[src/rtl/l1_data_cache_ctrl.sv]
// Direct-mapped, write-through / no-write-allocate L1 data cache controller.
// Sequences the set array between a CPU load/store port and the L2/memory port.
module l1_data_cache_ctrl #(
  parameter int BLOCK_SIZE = 128,
  parameter int TAG_SIZE   = 9,
  parameter int IDX_SIZE   = 6,
  parameter int CNT_WIDTH  = 16
) (
  input  logic                         clk_i,
  input  logic                         rst_ni,
  input  logic                         cpu_req_i,
  input  logic                         cpu_we_i,
  input  logic [TAG_SIZE+IDX_SIZE+3:0] cpu_addr_i,
  input  logic [31:0]                  cpu_wdata_i,
  input  logic [3:0]                   cpu_be_i,
  output logic                         cpu_ready_o,
  output logic                         cpu_ack_o,
  output logic [31:0]                  cpu_rdata_o,
  output logic [TAG_SIZE+IDX_SIZE-1:0] arr_tag_idx_o,
  output logic                         arr_we_o,
  output logic [BLOCK_SIZE/8-1:0]      arr_be_o,
  output logic [BLOCK_SIZE-1:0]        arr_block_o,
  input  logic [BLOCK_SIZE-1:0]        arr_block_i,
  input  logic                         arr_valid_i,
  input  logic [TAG_SIZE-1:0]          arr_tag_i,
  output logic                         mem_req_o,
  output logic                         mem_we_o,
  output logic [TAG_SIZE+IDX_SIZE+3:0] mem_addr_o,
  output logic [BLOCK_SIZE/8-1:0]      mem_be_o,
  output logic [BLOCK_SIZE-1:0]        mem_wdata_o,
  input  logic                         mem_ack_i,
  input  logic [BLOCK_SIZE-1:0]        mem_rdata_i,
  output logic [CNT_WIDTH-1:0]         hit_cnt_o,
  output logic [CNT_WIDTH-1:0]         miss_cnt_o
);

  localparam int ADDR_W = TAG_SIZE + IDX_SIZE + 4;

  typedef enum logic [2:0] {
    IDLE    = 3'd0,
    LOOKUP  = 3'd1,
    WR_MEM  = 3'd2,
    REFILL  = 3'd3,
    FILL_WR = 3'd4,
    RESP    = 3'd5
  } state_t;

  state_t                  r_state;
  logic [ADDR_W-1:0]       r_addr;
  logic                    r_we;
  logic [31:0]             r_wdata;
  logic [3:0]              r_be;
  logic [BLOCK_SIZE-1:0]   r_line;
  logic [31:0]             r_rdata;
  logic [CNT_WIDTH-1:0]    r_hit_cnt;
  logic [CNT_WIDTH-1:0]    r_miss_cnt;

  logic [TAG_SIZE-1:0]     w_tag;
  logic [1:0]              w_word;
  logic                    w_hit;
  logic [15:0]             w_be16;
  logic [BLOCK_SIZE-1:0]   w_wdata4;

  function automatic logic [31:0] sel_word(input logic [BLOCK_SIZE-1:0] line,
                                           input logic [1:0] word);
    return line[{word, 5'b00000} +: 32];
  endfunction

  // Counters stick at all-ones instead of wrapping.
  function automatic logic [CNT_WIDTH-1:0] sat_inc(input logic [CNT_WIDTH-1:0] c);
    return (&c) ? c : c + 1'b1;
  endfunction

  assign w_tag    = r_addr[ADDR_W-1 -: TAG_SIZE];
  assign w_word   = r_addr[3:2];
  assign w_hit    = arr_valid_i && (arr_tag_i == w_tag);
  assign w_be16   = 16'(r_be) << {w_word, 2'b00};
  assign w_wdata4 = {4{r_wdata}};

  always_ff @(posedge clk_i or negedge rst_ni) begin
    if (!rst_ni) begin
      r_state    <= IDLE;
      r_addr     <= '0;
      r_we       <= 1'b0;
      r_wdata    <= '0;
      r_be       <= '0;
      r_line     <= '0;
      r_rdata    <= '0;
      r_hit_cnt  <= '0;
      r_miss_cnt <= '0;
    end else begin
      case (r_state)
        IDLE: begin
          if (cpu_req_i) begin
            r_addr  <= cpu_addr_i;
            r_we    <= cpu_we_i;
            r_wdata <= cpu_wdata_i;
            r_be    <= cpu_be_i;
            r_state <= LOOKUP;
          end
        end
        LOOKUP: begin
          if (w_hit) r_hit_cnt  <= sat_inc(r_hit_cnt);
          else       r_miss_cnt <= sat_inc(r_miss_cnt);
          if (r_we) begin
            r_state <= WR_MEM;
          end else if (w_hit) begin
            r_rdata <= sel_word(arr_block_i, w_word);
            r_state <= RESP;
          end else begin
            r_state <= REFILL;
          end
        end
        WR_MEM: begin
          if (mem_ack_i) r_state <= RESP;
        end
        REFILL: begin
          if (mem_ack_i) begin
            r_line  <= mem_rdata_i;
            r_rdata <= sel_word(mem_rdata_i, w_word);
            r_state <= FILL_WR;
          end
        end
        FILL_WR: r_state <= RESP;
        RESP:    r_state <= IDLE;
        default: r_state <= IDLE;
      endcase
    end
  end

  // Output decode from the registered state and request.
  always_comb begin
    cpu_ready_o = (r_state == IDLE);
    cpu_ack_o   = (r_state == RESP);
    cpu_rdata_o = (r_state == RESP && r_we) ? 32'h0 : r_rdata;
    arr_we_o    = 1'b0;
    arr_be_o    = '0;
    arr_block_o = '0;
    mem_req_o   = 1'b0;
    mem_we_o    = 1'b0;
    mem_addr_o  = '0;
    mem_be_o    = '0;
    mem_wdata_o = '0;
    case (r_state)
      LOOKUP: begin
        if (r_we && w_hit) begin
          arr_we_o    = 1'b1;
          arr_be_o    = w_be16;
          arr_block_o = w_wdata4;
        end
      end
      WR_MEM: begin
        mem_req_o   = 1'b1;
        mem_we_o    = 1'b1;
        mem_addr_o  = r_addr;
        mem_be_o    = w_be16;
        mem_wdata_o = w_wdata4;
      end
      REFILL: begin
        mem_req_o  = 1'b1;
        mem_addr_o = {r_addr[ADDR_W-1:4], 4'b0000};
      end
      FILL_WR: begin
        arr_we_o    = 1'b1;
        arr_be_o    = '1;
        arr_block_o = r_line;
      end
      default: ;
    endcase
  end

  assign arr_tag_idx_o = r_addr[ADDR_W-1:4];
  assign hit_cnt_o     = r_hit_cnt;
  assign miss_cnt_o    = r_miss_cnt;

endmodule
[config.mk]
export PLATFORM = sky130hd
export DESIGN_NAME = l1_data_cache_ctrl
export DESIGN_NICKNAME = d
export VERILOG_FILES = /design/src/rtl/l1_data_cache_ctrl.sv
export SDC_FILE = /design/constraint.sdc
export NUM_CORES = 1
export LEC_CHECK = 0
export CELL_PAD_IN_SITES_DETAIL_PLACEMENT = 1
export CELL_PAD_IN_SITES_GLOBAL_PLACEMENT = 1
export CORE_AREA = 2 2 277 279
export DETAILED_ROUTE_END_ITERATION = 16
export DIE_AREA = 0 0 279 281
export HOLD_SLACK_MARGIN = 0.03
export PLACE_DENSITY = 0.53
export SLEW_MARGIN = 20
export SYNTH_ARGS = -nofsm -noshare
export SYNTH_HDL_FRONTEND = slang
export SYNTH_SLANG_ARGS = --single-unit
[constraint.sdc]
create_clock -name clk_i -period 9.25 [get_ports clk_i]
set_input_delay 2.775 -clock clk_i [delete_from_list [all_inputs] [get_ports clk_i]]
set_output_delay 2.775 -clock clk_i [all_outputs]
set_load 0.02 [all_outputs]
## After elaboration in Yosys (flattened, before gate mapping)

Cells that the tools add are included.

- Register bits after elaboration: 251
- Output and inout port bits: 391
- Input bits: 326

- Eq/ne operators: 11
- Reduce and logical (&&, ||, !) cells: 14
- $add $sub $neg: 2
- Shift operators: 3
- Bitwise operators: 3
- Multiplexer cells: 22

Operators with widths:

| cell | count |
|---|---|
| 2-to-1 mux 128 bit | 2 |
| one-hot mux 128 bit (2 select lines) | 1 |
| indexed part select 128 x 8 -> 32 bit | 2 |
| 2-to-1 mux 32 bit | 4 |
| one-hot mux 32 bit (2 select lines) | 1 |
| one-hot mux 19 bit (2 select lines) | 1 |
| adder 16 x 1 -> 16 bit (second input constant) | 2 |
| 2-to-1 mux 16 bit | 2 |
| one-hot mux 16 bit (2 select lines) | 1 |
| AND reduction 16 bit | 2 |
| << shifter 4 x 4 -> 16 bit | 1 |
| 2-to-1 mux 3 bit | 5 |
| one-hot mux 3 bit (5 select lines) | 1 |
| != test 2 bit (second input constant) | 5 |
| equality test 9 bit | 1 |
| AND reduction 3 bit | 3 |
| equality test 3 x 2 -> 1 bit (second input constant) | 2 |
| equality test 3 bit (second input constant) | 2 |
| AND reduction 2 bit | 2 |
| AND reduction 4 bit | 1 |
| equality test 3 x 1 -> 1 bit (second input constant) | 1 |
| logical AND 1 bit | 3 |
| logical NOT 3 bit | 1 |
| 2-to-1 mux 1 bit | 3 |
| other kinds (4) | 6 |

## Longest topological paths before layout

Gate-level depths: netlist of run 1.

- Word-level depth: 5
- Depth in mapped cells: 7

## Least setup slack after synthesis of run 1

Ideal clock, no wire load.

- Kind: input port to output port
- Start point: input port arr_tag_i[8]
- End point: output port arr_be_o[7]
- Arrival: 4.199 ns
- Path slack: 2.276 ns
- Stages: 6
- Required time: 6.475 ns
- Path buffers: 1
- Path through: xnor2_1 nand4_1 nor4_4 buf_6 nand3_2 o21ai_1

- Longest elaborated chain between the ends: 5

Ends and longest elaborated chain:

| item | RTL line | RTL |
|---|---|---|
| start: declaration | 25 | `input logic [TAG_SIZE-1:0] arr_tag_i,` |
| equality test 9 bit | 76 | `assign w_hit = arr_valid_i && (arr_tag_i == w_tag);` |
| logical AND 1 bit | 76 |  |
| logical AND 1 bit | 146 | `if (r_we && w_hit) begin` |
| 2-to-1 mux 16 bit | 146 |  |
| one-hot mux 16 bit (2 select lines) | 144 | `case (r_state)` |
| end: declaration | 21 | `output logic [BLOCK_SIZE/8-1:0] arr_be_o,` |

Every way passes these cells.

## Worst setup path in the final report of run 1

- Start point: input port arr_tag_i[8]
- End point: output port arr_block_o[28]

- Longest elaborated chain between the ends: 5

Ends and longest elaborated chain:

| item | RTL line | RTL |
|---|---|---|
| equality test 9 bit | 76 |  |
| logical AND 1 bit | 76 |  |
| logical AND 1 bit | 146 |  |
| 2-to-1 mux 128 bit | 146 |  |
| one-hot mux 128 bit (2 select lines) | 144 |  |
| end: declaration | 22 | `output logic [BLOCK_SIZE-1:0] arr_block_o,` |

Every way passes these cells.

==> flow_summary.yaml, run 1 <==
status:
  status: "finished, final reports clean"
die:
  ioPinCount: 717
  starting_density_pct: 19.8
  floorplan.die.width_um: 279
  floorplan.die.height_um: 281
  die_area_um2: 78400
  floorplan.core_area_um2: 75400
  rows: 101
clocking:
  master_cell_of_the_clock_root_buffer: "clkbuf_16"
  cts.sink_count: 251
  cts_setup_buffers: 0
  cts-buffers-inserted: 35
  cts-resized-gates: 0
  tritoncts: "built"
  cts-hold-fix-buffers: 0
  max-clock-path-buffers: 3
  number_of_h_tree_branching_levels: 2
  worst_setup_hold_path_clk_slew_ns: 0.05
  clkLatencyLatePin_ns: 0.53
synth:
  synth_async_sr_flop_share_pct: 100
  avgSynthCellArea_um2: 12.4
  synthDominantAreaCellType: "dfrtp_1"
  synth-warning-count: 0
  postSynth.topFlopCell: "dfrtp_1"
  post_synth_inst_count: 1201
  synthTopCellsByCount: "dfrtp_1 (251), mux2_2 (242), a21o_1 (128)"
  ys_ff_latch: 251
  ys_top_cells_by_area: "dfrtp_1 (42%), mux2_2 (18%), mux4_2 (9.6%)"
  synth_top_cell_area_share_pct: 42.1
  part_of_the_yosys_area_used_for_sequential_elements_pct: 42.1
  synthDistinctLibCells: 48
  mappedNetlistNets: 1529
  synth.cell_area_um2: 14900
  synthMostInstantiatedCell: "dfrtp_1"
  number_of_flops_mapped_to_enable_cells_by_yosys: 0
critical_path:
  cp_max_fo: 37
  timing.critical_path.slowest_stage_cell: "clkdlybuf4s50_1"
  slowest_stage_delay_on_critical_path_ns: 0.62
  critPathTopFamily: "buffers and inverters"
  crit_type: "in2out"
  cp_num_buf_inv: 3
  endpoint_kind: "output port"
  worstPathRequired_ns: 6.48
  cpMostUsedCell: "clkdlybuf4s50_1"
  critical_path_arrival_ns: 5.48
  worstSetupStartpointType: "primary input"
  cp_cell_sequence: "clkdlybuf4s50_1, xnor2_1, nand4_1, nor4_4, buf_12, and3_1, a21o_1, clkdlybuf4s50_1"
  reg2reg_depth: 6
  worst_r2r_startpoint: "r_state[2]"
  r2r_slack_ns: 5.76
  worst_reg2reg_path_endpoint: "r_rdata[19]"
place:
  pre_cts_ws_ns: 0.970
  gp_congestion: 0.800
  number_of_placed_instances_with_taps_included: 2716
  place_hpwl_um: 52400
  numPortBuffers: 716
routing:
  drt_drc_violations_left: 0
  routed_via_density: 4.29
  route.antenna.remaining_nets: 0
  total_via_count_after_detailed_routing: 11900
  first_pass_iters: 4
  post_drt_wl_per_cell_um: 24.9
  routed_wl_um: 69300
  dr.first_iter.drc_count: 431
worst_hold_path:
  worst_hold_startpoint: "r_rdata[4]"
  min-delay-path-class: "reg2reg"
  min_delay_endpoint: "r_rdata[4]"
  min_path_cells: 1
sta:
  finalCritPeriodShare_pct: 89.3
  worst-slew-pin-transition_ns: 1.02
  post-route-min-period_ns: 8.26
  achievable-frequency_ghz: 0.121
  setup_viol: 0
  worst_slack_ns: 0.993
  tns_ns: 0
  final-max-slew-violation-count: 0
  rsz0062_at_grt: "false"
  number_of_hold_slack_violations_in_the_final_timing_report: 0
  worst_rel_slew_slack_pct: 32.1
  worst_case_clock_skew_ns: 0.0238
layout:
  stdcell_count: 2777
  final_nets: 2103
  drive_gt1_share_pct: 24.2
  final.fill_count: 8150
  area.growth.synth_to_final_pct: 56.6
  final_core_util_pct: 31.0
power:
  power.static_leakage_nw: 10.1
  peakVddDrop_mv: 0.102
  total_power_mw: 7.38
  power.density_nw_per_um2: 315
global_route:
  grt_remaining_overflow: 0
  grt_max_degree: 143
  antenna_found_initial: 4
  wire_length_of_the_first_global_routing_pass_um: 97300
  via_count_of_the_first_global_routing_pass: 13200
  groute.usage.overall_pct: 17.1
run:
  max-cap-violations: 0
## worst register-to-register path, stage by stage (launching register included)
cell and delay (ns):
dfrtp_1 0.54, and2b_1 0.52, nand2_4 0.54, buf_4 0.62, mux4_2 0.60, mux2_2 0.30
mux2_2 0.25
## cell families (layout without fill, tap and decap cells)
| group | Yosys count | in the layout | synth area share (%) |
|---|---|---|---|
| multiplexers | 318 | 318 | 29.1 |
| AND/OR/NAND/NOR | 245 | 245 | 10.5 |
| buffers and inverters | 194 | 791 | 8.65 |
| XOR/XNOR | 38 | 38 | 2.23 |
| flip-flops | 251 | 251 | 42.1 |
| adder cells (fa/ha/maj) | 2 | 2 | 0.168 |
| AO/OA/AOI/OAI | 153 | 153 | 7.38 |
| other | 0 | 1 | 0 |
## layer usage
layer	wire, µm	global-route usage, %	vias to the layer above	part of all wire (%)
li1	-	-	5353	-
met1	27000	19.5	6104	39
met2	36900	32.0	395	53
met3	3910	3.93	66	5.6
met4	1440	4.29	4	2.1
met5	26	0	-	0.038
## per-stage QoR
step                hold WS [ns]  area [µm²]
finish                     0.494       23400
global route               0.513       23400
CTS                        0.499       23400
detailed placement         0.486       22200
global placement           0.479       22200
floorplan                  0.470       14900
## how the worst max path moves through the flow
stage	start	to	slack [ns]	depth (start not counted)
after floorplan	arr_tag_i[8]	arr_be_o[7]	2.28	6
after global placement	arr_tag_i[4]	arr_block_o[28]	0.97	8
after detailed placement	arr_tag_i[0]	arr_block_o[115]	0.97	8
after CTS	arr_tag_i[8]	arr_block_o[115]	0.96	8
after global routing	arr_tag_i[0]	arr_block_o[28]	0.87	8
final	arr_tag_i[8]	arr_block_o[28]	0.99	8
## sequential cells by signal, summed over array words and instances (netlist names)
signal      count
miss_cnt_o     16
r_addr         19
r_state         3
r_line        128
hit_cnt_o      16
r_rdata        32
r_we            1
r_wdata        32
r_be            4
## where the power goes
group          switching, mW  internal [mW]  total [mW]
combinational           1.88           1.99        3.86
clock                  0.532          0.882        1.41
sequential             0.476           1.62        2.10
total                   2.88           4.49        7.38
## placed cells by master (no fill, tap or decap), types with 11 or more instances in the layout
cell,instances
clkdlybuf4s50_1,715
dfrtp_1,248
mux2_2,242
a21o_1,128
and2_1,83
mux4_2,64
clkbuf_16,35
nand2_1,27
xor2_1,26
and3_4,25
nor2_1,23
o21ai_1,16
nand3_1,14
nor3_1,13
xnor2_1,12
mux2_4,11
## layout make-up
cell class	instances	area, µm²	area share [%]
diodes	1	2.50	0.0107
clock buffers	49	988	4.23
clock inverters	11	186	0.797
inverters	3	11.3	0.0481
multi-input cells	756	7400	31.7
flip-flops and latches	251	6290	26.9
well taps	978	1220	5.23
repair buffers	728	7290	31.2
No activity file was read; power rests on OpenSTA's default activity.
==> inputs of run 2 (changes only) <==
==> constraint.sdc (replaced) <==
create_clock -name clk_i -period 9.25 [get_ports clk_i]
set_input_delay 1.3875 -clock clk_i [delete_from_list [all_inputs] [get_ports clk_i]]
set_output_delay 1.3875 -clock clk_i [all_outputs]
set_load 0.02 [all_outputs]
==> run 2 against run 1 <==
  * Sequential share of layout area rose by 0.094 points
  * First-iteration DRC count decreased by 2.3%
  * Setup slack improved by 2.5 ns
  * Via count rose by 1.1%
  * Sequential power barely moved
  * Clock-buffer cell count up 4
  * Largest power group unchanged
  * Highest routed layer unchanged
==> flow_summary.yaml, run 2 (synthesis gave the netlist of run 1 again) <==
status:
  status: "finished, final reports clean"
global_route:
  use_met2_pct: 31.8
  grt_remaining_overflow: 0
  via_count_of_the_first_global_routing_pass: 13300
  grtUsageMet3_pct: 4.27
  grt_max_degree: 80
  wire_length_of_the_first_global_routing_pass_um: 97900
  groute.usage.overall_pct: 17.2
  antenna_found_initial: 7
  met1_global_route_usage_pct: 19.4
  grt.busiest_layer: "met2"
sta:
  achievable-frequency_ghz: 0.174
  finalCritPeriodShare_pct: 62.2
  worst_case_clock_skew_ns: 0.0226
  post-route-min-period_ns: 5.75
  setup_viol: 0
  worst_rel_slew_slack_pct: 34.6
  number_of_hold_slack_violations_in_the_final_timing_report: 0
  final-max-slew-violation-count: 0
  tns_ns: 0
  worst_slack_ns: 3.50
  worst-slew-pin-transition_ns: 0.979
  rsz0062_at_grt: "false"
clocking:
  max-clock-path-buffers: 3
  clkLatencyLatePin_ns: 0.54
  master_cell_of_the_clock_root_buffer: "clkbuf_16"
  cts-buffers-inserted: 35
  cts-hold-fix-buffers: 0
  worst_setup_hold_path_clk_slew_ns: 0.05
  number_of_h_tree_branching_levels: 2
  cts_setup_buffers: 0
  cts.sink_count: 251
  tritoncts: "built"
  cts-resized-gates: 0
die:
  floorplan.die.width_um: 279
  floorplan.core_area_um2: 75400
  starting_density_pct: 19.8
  ioPinCount: 717
  floorplan.die.height_um: 281
  die_area_um2: 78400
  rows: 101
place:
  pre_cts_ws_ns: 3.49
  number_of_placed_instances_with_taps_included: 2717
  gp_congestion: 0.799
  numPortBuffers: 716
  postPlaceCellArea_um2: 22200
  place_hpwl_um: 52700
critical_path:
  cpMostUsedCell: "clkdlybuf4s50_1"
  critical_path_arrival_ns: 4.36
  cp_num_buf_inv: 3
  critPathTopFamily: "buffers and inverters"
  crit_type: "in2out"
  timing.critical_path.slowest_stage_cell: "clkdlybuf4s50_1"
  cp_max_fo: 37
  worstPathRequired_ns: 7.86
  cp_cell_sequence: "clkdlybuf4s50_1, xnor2_1, nand4_1, nor4_4, buf_4, and3_1, a21o_1, clkdlybuf4s50_1"
  slowest_stage_delay_on_critical_path_ns: 0.63
  endpoint_kind: "output port"
  worstSetupStartpointType: "primary input"
power:
  power.static_leakage_nw: 10.0
  peakVddDrop_mv: 0.103
  power.density_nw_per_um2: 313
worst_hold_path:
  min-delay-path-class: "reg2reg"
routing:
  dr.first_iter.drc_count: 421
  routed_wl_um: 69500
  routed_via_density: 4.34
  total_via_count_after_detailed_routing: 12100
  drt_drc_violations_left: 0
  first_pass_iters: 4
  route.antenna.remaining_nets: 0
  post_drt_wl_per_cell_um: 25.0
layout:
  stdcell_count: 2781
  final_nets: 2104
  final.fill_count: 8177
  flip_flop_count_of_the_largest_register_all_copies_and_words_added: 128
  layout_commonest_cell: "clkdlybuf4s50_1"
  drive_gt1_share_pct: 24.1
  largest_registers: "r_line x128, r_rdata x32, r_wdata x32"
  area.growth.synth_to_final_pct: 56.0
  final_core_util_pct: 30.9
  most-common-layout-cells: "clkdlybuf4s50_1 (715), dfrtp_1 (248), mux2_2 (242)"
  max_flop_register: "r_line"
  final_design_area_no_fill_um2: 23300
run:
  max-cap-violations: 0
[run 2: cell types whose count changed in the layout (fill, tap and decap cells not counted), sizes merged]
cell	previous run	this run
bufinv	5	1
clkbuf	49	53
diode	1	4
buf	13	14
clkinv	4	5
clkinvlp	1	0
[run 2: metal layers]
| layer | part of all wire, % | wire, µm | vias up |
|---|---|---|---|
| li1 | - | - | 5370 |
| met1 | 38 | 26700 | 6165 |
| met2 | 53 | 36900 | 428 |
| met3 | 5.9 | 4080 | 87 |
| met4 | 2.5 | 1730 | 8 |
| met5 | 0.079 | 55 | - |
[run 2: path summary, 6_finish.rpt]
check | start | to | slack [ns] | cells after the start
setup / recovery | arr_tag_i[0] | arr_block_o[28] | 3.50 | 8
hold / removal | r_rdata[30] | r_rdata[30] | 0.49 | 1
setup reg to reg | r_state[2] | r_rdata[18] | 5.83 | 6
hold reg to reg | r_rdata[30] | r_rdata[30] | 0.49 | 1
max in group asynchronous | rst_ni | r_line[127] | 6.39 | 3
min in group asynchronous | rst_ni | r_addr[10] | 0.81 | 1
[run 2: layout make-up]
class | instances | area (µm²) | share of cell area, %
diodes | 4 | 10.0 | 0.0429
clock buffers | 53 | 1020 | 4.40
clock inverters | 7 | 78.8 | 0.338
inverters | 3 | 11.3 | 0.0483
multi-input cells | 756 | 7400 | 31.8
flip-flops and latches | 251 | 6290 | 27.0
well taps | 978 | 1220 | 5.25
repair buffers | 729 | 7270 | 31.2
[run 2: power breakdown]
| group | switching (mW) | internal, mW | total [mW] |
|---|---|---|---|
| Clock | 0.531 | 0.792 | 1.32 |
| Sequential | 0.483 | 1.62 | 2.11 |
| Combinational | 1.88 | 1.99 | 3.86 |
[run 2: per-stage QoR]
stage | power, mW | hold slack (ns)
3_3_place_gp | 6.03 | 0.478
3_5_place_dp | 6.08 | 0.485
5_1_grt | 7.71 | 0.507
4_1_cts | 7.47 | 0.498
6_report | 7.29 | 0.493
2_1_floorplan | 4.43 | 0.470
==> inputs of run 3 (changes only) <==
clock period = 5.3 ns   (was 9.25 ns; I/O delays follow)
==> run 3 against run 2 <==
  * Clock-buffer cell count decreased by 1
  * Via count decreased by 0.65%
  * First-iteration DRC count grew 1.7%
  * Routed wire length grew 0.43%
  * Combinational power grew 75%
  * Largest cell class unchanged
  * Highest routed layer unchanged
==> flow_summary.yaml, run 3 (synthesis gave the netlist of run 1 again) <==
status:
  status: "finished, final reports clean"
routing:
  total_via_count_after_detailed_routing: 12000
  drt_drc_violations_left: 0
  routed_via_density: 4.30
  post_drt_wl_per_cell_um: 25.1
  first_pass_iters: 4
  dr.first_iter.drc_count: 428
  routed_wl_um: 69800
  route.antenna.remaining_nets: 0
layout:
  flip_flop_count_of_the_largest_register_all_copies_and_words_added: 128
  area.growth.synth_to_final_pct: 57.2
  largest_registers: "r_line x128, r_rdata x32, r_wdata x32"
  layout_commonest_cell: "clkdlybuf4s50_1"
  drive_gt1_share_pct: 24.5
  max_flop_register: "r_line"
  most-common-layout-cells: "clkdlybuf4s50_1 (715), dfrtp_1 (248), mux2_2 (242)"
  final_nets: 2109
worst_hold_path:
  min-delay-path-class: "in2async"
sta:
  setup_viol: 0
  worst_slack_ns: 0.910
  achievable-frequency_ghz: 0.228
  post-route-min-period_ns: 4.39
  final-max-slew-violation-count: 0
  worst_rel_slew_slack_pct: 34.5
  rsz0062_at_grt: "false"
  worst_case_clock_skew_ns: 0.0190
  tns_ns: 0
  worst-slew-pin-transition_ns: 0.983
  number_of_hold_slack_violations_in_the_final_timing_report: 0
  finalCritPeriodShare_pct: 82.8
place:
  pre_cts_ws_ns: 0.954
  gp_congestion: 0.805
  place_hpwl_um: 53100
  numPortBuffers: 716
critical_path:
  worstPathRequired_ns: 4.51
  worstSetupStartpointType: "flop"
  critical_path_arrival_ns: 3.60
  r2r_slack_ns: 2.03
  endpoint_kind: "output port"
  crit_type: "reg2out"
  cp_max_fo: 37
global_route:
  grt_remaining_overflow: 0
  grt_max_degree: 99
  antenna_found_initial: 3
  wire_length_of_the_first_global_routing_pass_um: 98600
  use_met2_pct: 32.4
  groute.usage.overall_pct: 17.3
  grt.busiest_layer: "met2"
  met1_global_route_usage_pct: 19.7
  grtUsageMet3_pct: 3.76
  via_count_of_the_first_global_routing_pass: 13300
power:
  power.density_nw_per_um2: 551
  peakVddDrop_mv: 0.209
  power.static_leakage_nw: 10.1
clocking:
  worst_setup_hold_path_clk_slew_ns: 0.06
  tritoncts: "built"
  cts.sink_count: 251
  master_cell_of_the_clock_root_buffer: "clkbuf_16"
  max-clock-path-buffers: 3
  cts_setup_buffers: 0
  cts-hold-fix-buffers: 0
  cts-resized-gates: 0
  clkLatencyLatePin_ns: 0.54
  number_of_h_tree_branching_levels: 2
  cts-buffers-inserted: 35
die:
  floorplan.core_area_um2: 75400
  die_area_um2: 78400
  floorplan.die.height_um: 281
  starting_density_pct: 19.8
  ioPinCount: 717
  rows: 101
  floorplan.die.width_um: 279
run:
  max-cap-violations: 0
-- run 3: cell types whose count changed in the layout (fill, tap and decap cells not counted), sizes merged --
cell and delta:
diode -3, clkbuf -1, clkinvlp +2, buf +5, bufinv +3, clkinv -2
-- run 3: through the flow --
step           hold slack (ns)  cells  power [mW]  instance area [µm²]  util (%)
2_1_floorplan            0.470   1201        7.73                14900         -
3_3_place_gp             0.480   2722        10.5                22300      29.5
3_5_place_dp             0.488   2722        10.6                22300      29.5
4_1_cts                  0.285   2784        13.2                23500      31.1
5_1_grt                  0.323   2785        13.7                23500      31.1
6_report                 0.286   2785        12.9                23500      31.1
-- run 3: path summary, 6_finish.rpt --
kind | end | startpoint | depth (start not counted)
min reg2reg | r_rdata[5] | r_rdata[5] | 1
max in group asynchronous | r_line[16] | rst_ni | 2
max reg2reg | r_rdata[18] | r_state[2] | 7
max | arr_block_o[28] | r_state[0] | 6
min in group clk_i | r_rdata[5] | r_rdata[5] | 1
min | r_addr[10] | rst_ni | 1
-- run 3: cell type report --
class | instances | area, µm²
antenna | 1 | 2.50
timing repair buffer | 734 | 7340
multi-input combinational | 756 | 7400
clock buffer | 52 | 1030
clock inverter | 10 | 170
tap | 978 | 1220
sequential | 251 | 6290
inverter | 3 | 11.3
fill | 8174 | 52000
-- run 3: worst max-delay path, cell delays in order (launching register included) --
cell and delay (ns):
dfrtp_1 0.66, or3b_4 0.56, nor4_4 0.37, buf_12 0.31, and3_1 0.39, a21o_1 0.15, clkdlybuf4s50_1 0.60
-- run 3: layer usage --
metal  up-vias  share of wire [%]
li1       5371                  -
met3        77                5.7
met4         2                2.4
met2       415                 53
met5         -              0.017
met1      6115                 39
-- run 3: where the power goes --
group          switching, mW  internal [mW]  total (mW)
combinational           3.27           3.50        6.77
sequential             0.849           2.83        3.68
clock                  0.940           1.54        2.48
